**config.mk**
```make
export PLATFORM = sky130hd
export DESIGN_NAME = rename_stage
export DESIGN_NICKNAME = d
export VERILOG_FILES = /design/src/rtl/rename_stage_pkg.sv /design/src/rtl/rename_bypass.sv /design/src/rtl/rename_stage.sv
export SDC_FILE = /design/constraint.sdc
export NUM_CORES = 1
export LEC_CHECK = 0
export ABC_AREA = 1
export ABC_CLOCK_PERIOD_IN_PS = 1900
export BUFFER_PORTS_ARGS = -buffer_cell sky130_fd_sc_hd__buf_2
export CORE_AREA = 2 2 156 158
export CTS_CLUSTER_DIAMETER = 50
export CTS_CLUSTER_SIZE = 24
export DETAILED_ROUTE_END_ITERATION = 8
export DIE_AREA = 0 0 158 160
export SLEW_MARGIN = 20
export SYNTH_ARGS = -nofsm -noshare
export SYNTH_HDL_FRONTEND = slang
export SYNTH_SLANG_ARGS = --single-unit
```
**constraint.sdc**
```tcl
create_clock -name clk -period 1.9 [get_ports clk]
set_input_delay 0.095 -clock clk [delete_from_list [all_inputs] [get_ports clk]]
set_output_delay 0.095 -clock clk [all_outputs]
set_load 0.01 [all_outputs]
```
**src/rtl/rename_stage_pkg.sv**
```systemverilog
// Shared types and widths for the rename slice of the pipeline.
package common;

  localparam int unsigned DEF_PHY_REG_NUM  = 64;
  localparam int unsigned DEF_ARCH_REG_NUM = 32;
  localparam int unsigned ROB_SIZE         = 16;
  localparam int unsigned PAYLOAD_W        = 32;

  localparam int unsigned PHY_ID_W  = $clog2(DEF_PHY_REG_NUM);
  localparam int unsigned ARCH_ID_W = $clog2(DEF_ARCH_REG_NUM);
  localparam int unsigned ROB_ID_W  = $clog2(ROB_SIZE);

  // Decoded op as presented by the decode stage.
  typedef struct packed {
    logic [ARCH_ID_W-1:0] rs1;
    logic [ARCH_ID_W-1:0] rs2;
    logic [ARCH_ID_W-1:0] rd;
    logic                 rs1_valid;
    logic                 rs2_valid;
    logic                 rd_valid;
    logic [PAYLOAD_W-1:0] payload;
  } decode_rename_op_t;

  // Renamed op handed to register read; rd_valid means a new phy was allocated.
  typedef struct packed {
    logic [PHY_ID_W-1:0]  rs1_phy;
    logic [PHY_ID_W-1:0]  rs2_phy;
    logic                 rs1_valid;
    logic                 rs2_valid;
    logic [ARCH_ID_W-1:0] rd;
    logic                 rd_valid;
    logic [PHY_ID_W-1:0]  new_phy_id;
    logic [PHY_ID_W-1:0]  old_phy_id;
    logic [ROB_ID_W-1:0]  rob_id;
    logic [PAYLOAD_W-1:0] payload;
  } rename_readreg_op_t;

  // ROB entry: enough to restore or release the mapping at commit/flush.
  typedef struct packed {
    logic [PHY_ID_W-1:0]  new_phy_id;
    logic [PHY_ID_W-1:0]  old_phy_id;
    logic [ARCH_ID_W-1:0] rd;
    logic                 rd_valid;
  } rob_item_t;

endpackage

```
**src/rtl/rename_bypass.sv**
```systemverilog
// Intra-group forwarding: a source (or rd) read sees the newest earlier
// in-group producer instead of the stale RAT entry; arch reg 0 reads phy 0.
module rename_bypass
  import common::*;
#(
  parameter int unsigned RENAME_WIDTH = 2
) (
  input  logic [ARCH_ID_W-1:0] arch_id    [0:RENAME_WIDTH-1][0:2],
  input  logic [RENAME_WIDTH-1:0] needs_dest,
  input  logic [PHY_ID_W-1:0]  new_phy    [0:RENAME_WIDTH-1],
  input  logic [PHY_ID_W-1:0]  rat_phy    [0:RENAME_WIDTH-1][0:2],
  output logic [PHY_ID_W-1:0]  src_phy    [0:RENAME_WIDTH-1][0:2]
);

  // Per slot and field: RAT value, overridden by later (closer) producers in order.
  always_comb begin
    for (int unsigned i = 0; i < RENAME_WIDTH; i++) begin
      for (int unsigned f = 0; f < 3; f++) begin
        src_phy[i][f] = rat_phy[i][f];
        for (int unsigned j = 0; j < i; j++) begin
          if (needs_dest[j] && (arch_id[j][2] == arch_id[i][f]))
            src_phy[i][f] = new_phy[j];
        end
        if (arch_id[i][f] == '0)
          src_phy[i][f] = '0;
      end
    end
  end

endmodule

```
**src/rtl/rename_stage.sv**
```systemverilog
// Rename stage: allocates physical registers for an all-or-nothing group,
// updates the RAT, pushes ROB entries and registers the renamed ops.
module rename_stage
  import common::*;
#(
  parameter int unsigned RENAME_WIDTH = 2,
  parameter int unsigned PHY_REG_NUM  = 64,
  parameter int unsigned ARCH_REG_NUM = 32
) (
  input  logic                              clk,
  input  logic                              rst,
  input  decode_rename_op_t                 decode_rename_op            [0:RENAME_WIDTH-1],
  input  logic [RENAME_WIDTH-1:0]           decode_rename_op_valid,
  output logic                              rename_decode_pop,
  input  logic [$clog2(PHY_REG_NUM)-1:0]    rat_rename_new_phy_id       [0:RENAME_WIDTH-1],
  input  logic [RENAME_WIDTH-1:0]           rat_rename_new_phy_id_valid,
  output logic [$clog2(ARCH_REG_NUM)-1:0]   rename_rat_read_arch_id     [0:RENAME_WIDTH-1][0:2],
  input  logic [$clog2(PHY_REG_NUM)-1:0]    rat_rename_read_phy_id      [0:RENAME_WIDTH-1][0:2],
  output logic [$clog2(PHY_REG_NUM)-1:0]    rename_rat_phy_id           [0:RENAME_WIDTH-1],
  output logic [RENAME_WIDTH-1:0]           rename_rat_phy_id_valid,
  output logic [$clog2(ARCH_REG_NUM)-1:0]   rename_rat_arch_id          [0:RENAME_WIDTH-1],
  output logic                              rename_rat_map,
  input  logic [$clog2(ROB_SIZE):0]         rob_rename_free_space,
  input  logic [ROB_ID_W-1:0]               rob_rename_new_id           [0:RENAME_WIDTH-1],
  output logic [RENAME_WIDTH-1:0]           rename_rob_push,
  output rob_item_t                         rename_rob_data             [0:RENAME_WIDTH-1],
  output rename_readreg_op_t                rename_readreg_op           [0:RENAME_WIDTH-1],
  output logic [RENAME_WIDTH-1:0]           rename_readreg_op_valid,
  input  logic                              readreg_rename_stall,
  input  logic                              commit_flush
);

  logic [RENAME_WIDTH-1:0] needs_dest;
  logic [PHY_ID_W-1:0]     new_phy  [0:RENAME_WIDTH-1];
  logic [PHY_ID_W-1:0]     src_phy  [0:RENAME_WIDTH-1][0:2];
  rename_readreg_op_t      op_next  [0:RENAME_WIDTH-1];
  int unsigned             n_ops;
  int unsigned             n_dest;
  int unsigned             n_free;
  logic                    fire;

  // Classify slots, count resources and hand the k-th free phy to the k-th dest op.
  always_comb begin
    needs_dest = '0;
    n_ops      = 0;
    n_dest     = 0;
    n_free     = 0;
    for (int unsigned i = 0; i < RENAME_WIDTH; i++) begin
      needs_dest[i] = decode_rename_op_valid[i] && decode_rename_op[i].rd_valid &&
                      (decode_rename_op[i].rd != '0);
      new_phy[i] = '0;
      for (int unsigned k = 0; k < RENAME_WIDTH; k++) begin
        if (needs_dest[i] && (n_dest == k))
          new_phy[i] = rat_rename_new_phy_id[k];
      end
      if (decode_rename_op_valid[i])      n_ops++;
      if (needs_dest[i])                  n_dest++;
      if (rat_rename_new_phy_id_valid[i]) n_free++;
    end
  end

  // Group fires only when every resource is available and nothing blocks it.
  always_comb begin
    fire = !rst && (n_ops != 0) && (n_dest <= n_free) &&
           (n_ops <= 32'(rob_rename_free_space)) &&
           !readreg_rename_stall && !commit_flush;
  end

  rename_bypass #(
    .RENAME_WIDTH (RENAME_WIDTH)
  ) u_bypass (
    .arch_id    (rename_rat_read_arch_id),
    .needs_dest (needs_dest),
    .new_phy    (new_phy),
    .rat_phy    (rat_rename_read_phy_id),
    .src_phy    (src_phy)
  );

  // RAT lookups, RAT map, ROB push and next-op build; handshakes gated by fire.
  always_comb begin
    rename_decode_pop       = fire;
    rename_rat_map          = fire;
    rename_rob_push         = fire ? decode_rename_op_valid : '0;
    rename_rat_phy_id_valid = rst ? '0 : needs_dest;
    for (int unsigned i = 0; i < RENAME_WIDTH; i++) begin
      rename_rat_read_arch_id[i][0] = decode_rename_op[i].rs1;
      rename_rat_read_arch_id[i][1] = decode_rename_op[i].rs2;
      rename_rat_read_arch_id[i][2] = decode_rename_op[i].rd;
      rename_rat_phy_id[i]          = new_phy[i];
      rename_rat_arch_id[i]         = decode_rename_op[i].rd;

      op_next[i].rs1_phy    = src_phy[i][0];
      op_next[i].rs2_phy    = src_phy[i][1];
      op_next[i].rs1_valid  = decode_rename_op[i].rs1_valid;
      op_next[i].rs2_valid  = decode_rename_op[i].rs2_valid;
      op_next[i].rd         = decode_rename_op[i].rd;
      op_next[i].rd_valid   = needs_dest[i];
      op_next[i].new_phy_id = new_phy[i];
      op_next[i].old_phy_id = needs_dest[i] ? src_phy[i][2] : '0;
      op_next[i].rob_id     = rob_rename_new_id[i];
      op_next[i].payload    = decode_rename_op[i].payload;

      rename_rob_data[i].new_phy_id = op_next[i].new_phy_id;
      rename_rob_data[i].old_phy_id = op_next[i].old_phy_id;
      rename_rob_data[i].rd         = op_next[i].rd;
      rename_rob_data[i].rd_valid   = needs_dest[i];
    end
  end

  // Output register: load on fire, hold under stall, flush/idle clears valid.
  always_ff @(posedge clk) begin
    if (rst) begin
      rename_readreg_op_valid <= '0;
      for (int unsigned i = 0; i < RENAME_WIDTH; i++)
        rename_readreg_op[i] <= '0;
    end else if (fire) begin
      rename_readreg_op_valid <= decode_rename_op_valid;
      rename_readreg_op       <= op_next;
    end else if (readreg_rename_stall && !commit_flush) begin
      rename_readreg_op_valid <= rename_readreg_op_valid;
    end else begin
      rename_readreg_op_valid <= '0;
    end
  end

endmodule
```
Word-level counts from Yosys, hierarchy flattened:

Cells that the tools add are included.

* register bits after elaboration: 138
* input bits: 169
* output and inout port bits: 232
* word-level logic and storage cells: 83

* add/subtract/negate cells: 3
* order comparisons: 2
* equality and inequality tests: 5
* multiplexer cells: 24
* reduce and logical (&&, ||, !) cells: 28

Operator list (count)
* adder 32 x 1 -> 32 bit, second input constant: 3
* two-way mux 32 bit: 3
* two-way mux 6 bit: 14
* == test 32 x 1 -> 1 bit, second input constant: 1
* less-or-equal comparator 32 bit: 1
* less-or-equal comparator 32 x 5 -> 1 bit: 1
* zero test 32 bit: 1
* nonzero test 32 bit: 1
* zero test 5 bit: 6
* == test 5 bit: 3
* logical AND 1 bit: 15
* nonzero test 5 bit: 2
* two-way mux 2 bit: 4
* zero test 1 bit: 3
* two-way mux 1 bit: 3
* != test 2 bit, second input constant: 1

Logic depth before layout (Yosys ltp):

* depth in word-level cells: 11
* depth in mapped cells: 15

Cells and area by module:

From an unflattened synthesis, not the netlist that was laid out.

* cells, all modules: 1306
* area, all modules: 8022.7 um2

Modules (own cells, without submodules)
* rename_stage: instances 1, cells an instance 1043, area an instance 6869.1 um2, seq. area each 2762.6 um2
* rename_bypass: instances 1, cells an instance 263, area an instance 1153.6 um2, seq. area each 0.0 um2

Worst setup path after synthesis:

Ideal clock, no wire load.

* path kind: input to output
* from: input port decode_rename_op[38] (netlist name)
* to: output port rename_rat_map
* data arrival time: 2040 ps
* data required time: 1805 ps
* path slack: -235 ps
* cell stages on the path: 13
* path buffers: 3
* path through: inv_1 nand4_1 nand3_2 clkinv_1 ha_1 ha_1 nand2_1 a21oi_2 nand2_2 inv_2 buf_8 buf_6 buf_4

RTL lines
* start, declared: RTL line rename_stage.sv:12 `input decode_rename_op_t decode_rename_op [0:RENAME_WIDTH-1],`
* end, declared: RTL line rename_stage.sv:22 `output logic rename_rat_map,`

Final worst setup path:

* from: input port decode_rename_op[39] (netlist name)
* to: output port rename_decode_pop

* longest elaborated chain between the ends: 8

RTL lines
* nonzero test 5 bit: RTL line rename_stage.sv:50 `(decode_rename_op[i].rd != '0);`
* logical AND 1 bit: RTL line rename_stage.sv:49 `needs_dest[i] = decode_rename_op_valid[i] && decode_rename_op[i].rd_valid &&`
* two-way mux 32 bit: RTL line rename_stage.sv:57 `if (needs_dest[i]) n_dest++;`
* less-or-equal comparator 32 bit: RTL line rename_stage.sv:64 `fire = !rst && (n_ops != 0) && (n_dest <= n_free) &&`
* logical AND 1 bit (2 in series): RTL line rename_stage.sv:64
* logical AND 1 bit: RTL line rename_stage.sv:65 `(n_ops <= 32'(rob_rename_free_space)) &&`
* logical AND 1 bit: RTL line rename_stage.sv:66 `!readreg_rename_stall && !commit_flush;`
* end, declared: RTL line rename_stage.sv:14 `output logic rename_decode_pop,`

Every way passes these cells.

==> key figures <==
Outcome
  – Outcome: complete, but fails checks
  – Failing checks: setup timing

Final layout
  – Area growth, synth to finish: 78.1%
  – Number of fill cells: roughly 2300
  – Register area: 2760 µm²
  – Inserted Diodes: 0
  – Nets: 1538
  – Footprint of the multi-input gates: 3250 µm²
  – Layout cells sized above 1: 0.484

Hold path
  – HP Class: primary input to register

Floorplanning
  – Core area: 23800 µm²
  – Starting Density: 0.269
  – Row count: 57
  – Die area: 25300 µm²
  – I/O pin cnt: 401
  – DIE WIDTH: 158 µm
  – Die height: ~160 µm

GRT
  – GR Overflow Total: 0
  – GR Util All Layers: 0.196
  – First-pass GRT wire length: 38100 µm
  – Number of global-route vias before repair: just over 7000
  – Initial antenna violation count: 1
  – Largest net degree at the start of global routing: 104

Setup path
  – WS Path Type: primary input to output pin
  – CP max FO: 4
  – CP max stage delay: 0.27 ns
  – CP most frequent cell: buf_6
  – Buf+Inv Stages, Crit Path: 6
  – Critical Path RT: approximately 1.8 ns
  – CP Capture Type: output pin
  – Critical path cell sequence: buf_6 -> nor2_4 -> nand4_1 -> nand3_2 -> clkinv_4 -> ha_4 -> ha_4 -> nand2_4 -> a21oi_4 -> nand2_4 -> inv_8 -> buf_12 -> buf_6 -> buf_6
  – Worst R2R Setup Slack: 1.21 ns
  – Startpoint Class: primary input
  – Worst path slowest cell: ha_4
  – Cell family with most CP delay: simple AND/OR/NAND/NOR gates
  – Worst EP arrival: 1.94 ns

Synthesis
  – Post-Synthesis Cells: a little under 900
  – Yosys warning count: 0
  – Netlist Area Pre-Place: 6400 µm²
  – Top cells by area, synth: dfxtp_1 43%, nor2_1 12%, buf_4 8.0%, o21ai_0 6.9%, nand2_1 5.3%
  – Synth area leader: dfxtp_1
  – Post-synth EDFFs: 0
  – Seq/Total Area, Yosys: 0.432
  – Yosys top cell area share: 0.432
  – Syn Area/Cell: 7.35 µm²
  – Synth Register Bits: between 100 and 150
  – Post-synthesis async set-or-reset flop share: 0
  – Netlist cell types: 30
  – Most frequent cell after synthesis: nor2_1
  – Post-synth net total: around 1000
  – Ys flop type: dfxtp_1
  – Commonest cells in the synthesized netlist: 206 x nor2_1, 138 x dfxtp_1, 91 x nand2_1, 88 x o21ai_0, 68 x buf_4

Detailed routing
  – Post-route DRC: 0
  – DR vias/cell: 4.48
  – Detailed Route WL: between 20000 and 30000 µm
  – DRT Pass-1 Iters: 5
  – DR vias: 7614
  – Routed Antenna Nets: 0
  – Wire per inst: between 15 and 20 µm
  – Initial DRC count: 492

Clock tree
  – CTS Sinks: 138
  – Clock Latency Late Sink: between 0.4 and 0.5 ns
  – CTS tree: done
  – Htree depth: 4
  – CTS root buffer: clkbuf_16
  – Number of CTS-inserted buffers: 17
  – Max clock buf depth: 2
  – Clk pin slew, worst setup/hold paths: 0.06 ns

Timing
  – Worst-Margin Slew: 0.726 ns
  – Fin crit period: 2.04 ns
  – Hold Violations, Final: 0
  – Slew HR: 0.516
  – RSZ-0062 raised after global routing: true
  – Period utilization: 1.07
  – Maximum clock frequency: around 490 MHz
  – Final Skew: 0 ns
  – PnR worst setup slack: -0.137 ns
  – Final setup TNS: -3.83 ns
  – Final slew viol count: 0
  – Final setup vio count: 65

Power and ir drop
  – Worst vdd ir: 0.451 mV
  – Leakage power: 5.69 nW
  – Pwr Density: roughly 720 nW/µm²
  – Total power: 8.19 mW

Place
  – Port Buffers: 400
  – Post-DP HPWL: 17600 µm
  – Final Wtd Congestion: ~0.8

Run
  – MaxCap Viol Count: 0
-- per-stage QoR --
| stage | cells | utilization | instance area [µm²] | setup WS [ns] | hold slack, ns |
|---|---|---|---|---|---|
| after global routing | 1698 | 0.478 | 11400 | -0.240 | 0.0128 |
| after detailed placement | 1538 | 0.362 | 8630 | -0.469 | 0.335 |
| after floorplan | 870 | - | 6450 | 0.00364 | 0.234 |
| after CTS | 1686 | 0.444 | 10600 | -0.170 | 0.000601 |
| after global placement | 1538 | 0.362 | 8630 | -0.400 | 0.330 |
| final | 1698 | 0.478 | 11400 | -0.137 | 0.0130 |
-- path summary, 6_finish.rpt --
check / startpoint / to / cells after the start
setup / recovery: decode_rename_op[39] / rename_decode_pop / 14
hold / removal: commit_flush / rename_readreg_op_valid[0] / 4
setup reg to reg: rename_readreg_op[45] / rename_readreg_op[45] / 4
hold reg to reg: rename_readreg_op[57] / rename_readreg_op[57] / 2
-- cell families (layout without fill, tap and decap cells) --
family / after synthesis / after routing / synth area share
compound gates: 151 / 151 / 0.123
xor+xnor: 8 / 8 / 0.0110
fa+ha+maj: 8 / 8 / 0.0156
buf+inv: 175 / 679 / 0.158
flops: 138 / 138 / 0.432
simple gates: 390 / 390 / 0.260
-- layout make-up --
class | count | share of cell area
clock buffers | 18 | 0.0385
clock inverters | 14 | 0.0136
inverters | 68 | 0.0235
multi-input cells | 557 | 0.286
flip-flops and latches | 138 | 0.242
well taps | 324 | 0.0356
repair buffers | 579 | 0.361
-- tightest hold or removal path, delay by kind of cell --
family,cells,cell delay (ns)
and+or+nand+nor,1,0.08
AOI/OAI and AO/OA,1,0.06
buffers and inverters,2,0.15
-- timing repair --
| action | 4_1_cts | 5_1_grt |
|---|---|---|
| pin swaps | 7 | 51 |
| endpoints found under the setup margin | 6 | 140 |
| cloned | 5 | 8 |
| resized for setup | 54 | 187 |
| buffers inserted | 11 | 4 |
| hold endpoints to repair | 101 | 0 |
| hold buffers | 100 | 0 |
-- flip-flops by register name, indices dropped and copies added (netlist names) --
| name | cells |
|---|---|
| rename_readreg_op_valid | 2 |
| rename_readreg_op | 136 |
-- power by group --
| group | leakage, nW | internal, mW | switching (mW) | total [mW] |
|---|---|---|---|---|
| Combinational | 4.28 | 0.828 | 0.864 | 1.69 |
| Sequential | 1.12 | 3.02 | 0.0842 | 3.11 |
| Clock | 0.289 | 1.90 | 1.49 | 3.39 |
-- placed cells by master (no fill, tap or decap), types with 4 or more instances in the layout --
master / Yosys / layout
buf_2: 6 / 395
nor2_1: 206 / 158
dfxtp_1: 138 / 138
dlygate4sd3_1: 0 / 100
nand2_1: 91 / 88
inv_1: 64 / 60
nand3_1: 67 / 57
o21ai_2: 0 / 43
buf_4: 68 / 40
nor2_4: 5 / 34
o21ai_0: 88 / 29
o21ai_1: 15 / 28
a21oi_1: 38 / 28
clkbuf_16: 0 / 24
nor2_2: 4 / 23
a21oi_2: 7 / 16
buf_12: 0 / 16
nand3_2: 2 / 12
buf_6: 11 / 11
inv_2: 3 / 6
nand2_4: 2 / 6
clkinv_4: 0 / 6
nor3_1: 5 / 5
xor2_1: 5 / 5
ha_1: 8 / 5
buf_16: 0 / 5
buf_8: 1 / 5
inv_6: 0 / 4
-- per-layer routing --
layer | GRT usage | vias up | routed length [µm]
li1 | - | 3705 | -
met1 | 0.231 | 3571 | 11200
met2 | 0.341 | 302 | 13700
met3 | 0.0518 | 36 | 1910
met4 | 0.0692 | 0 | 553
met5 | 0 | - | 0
No activity file was read; power rests on OpenSTA's default activity.
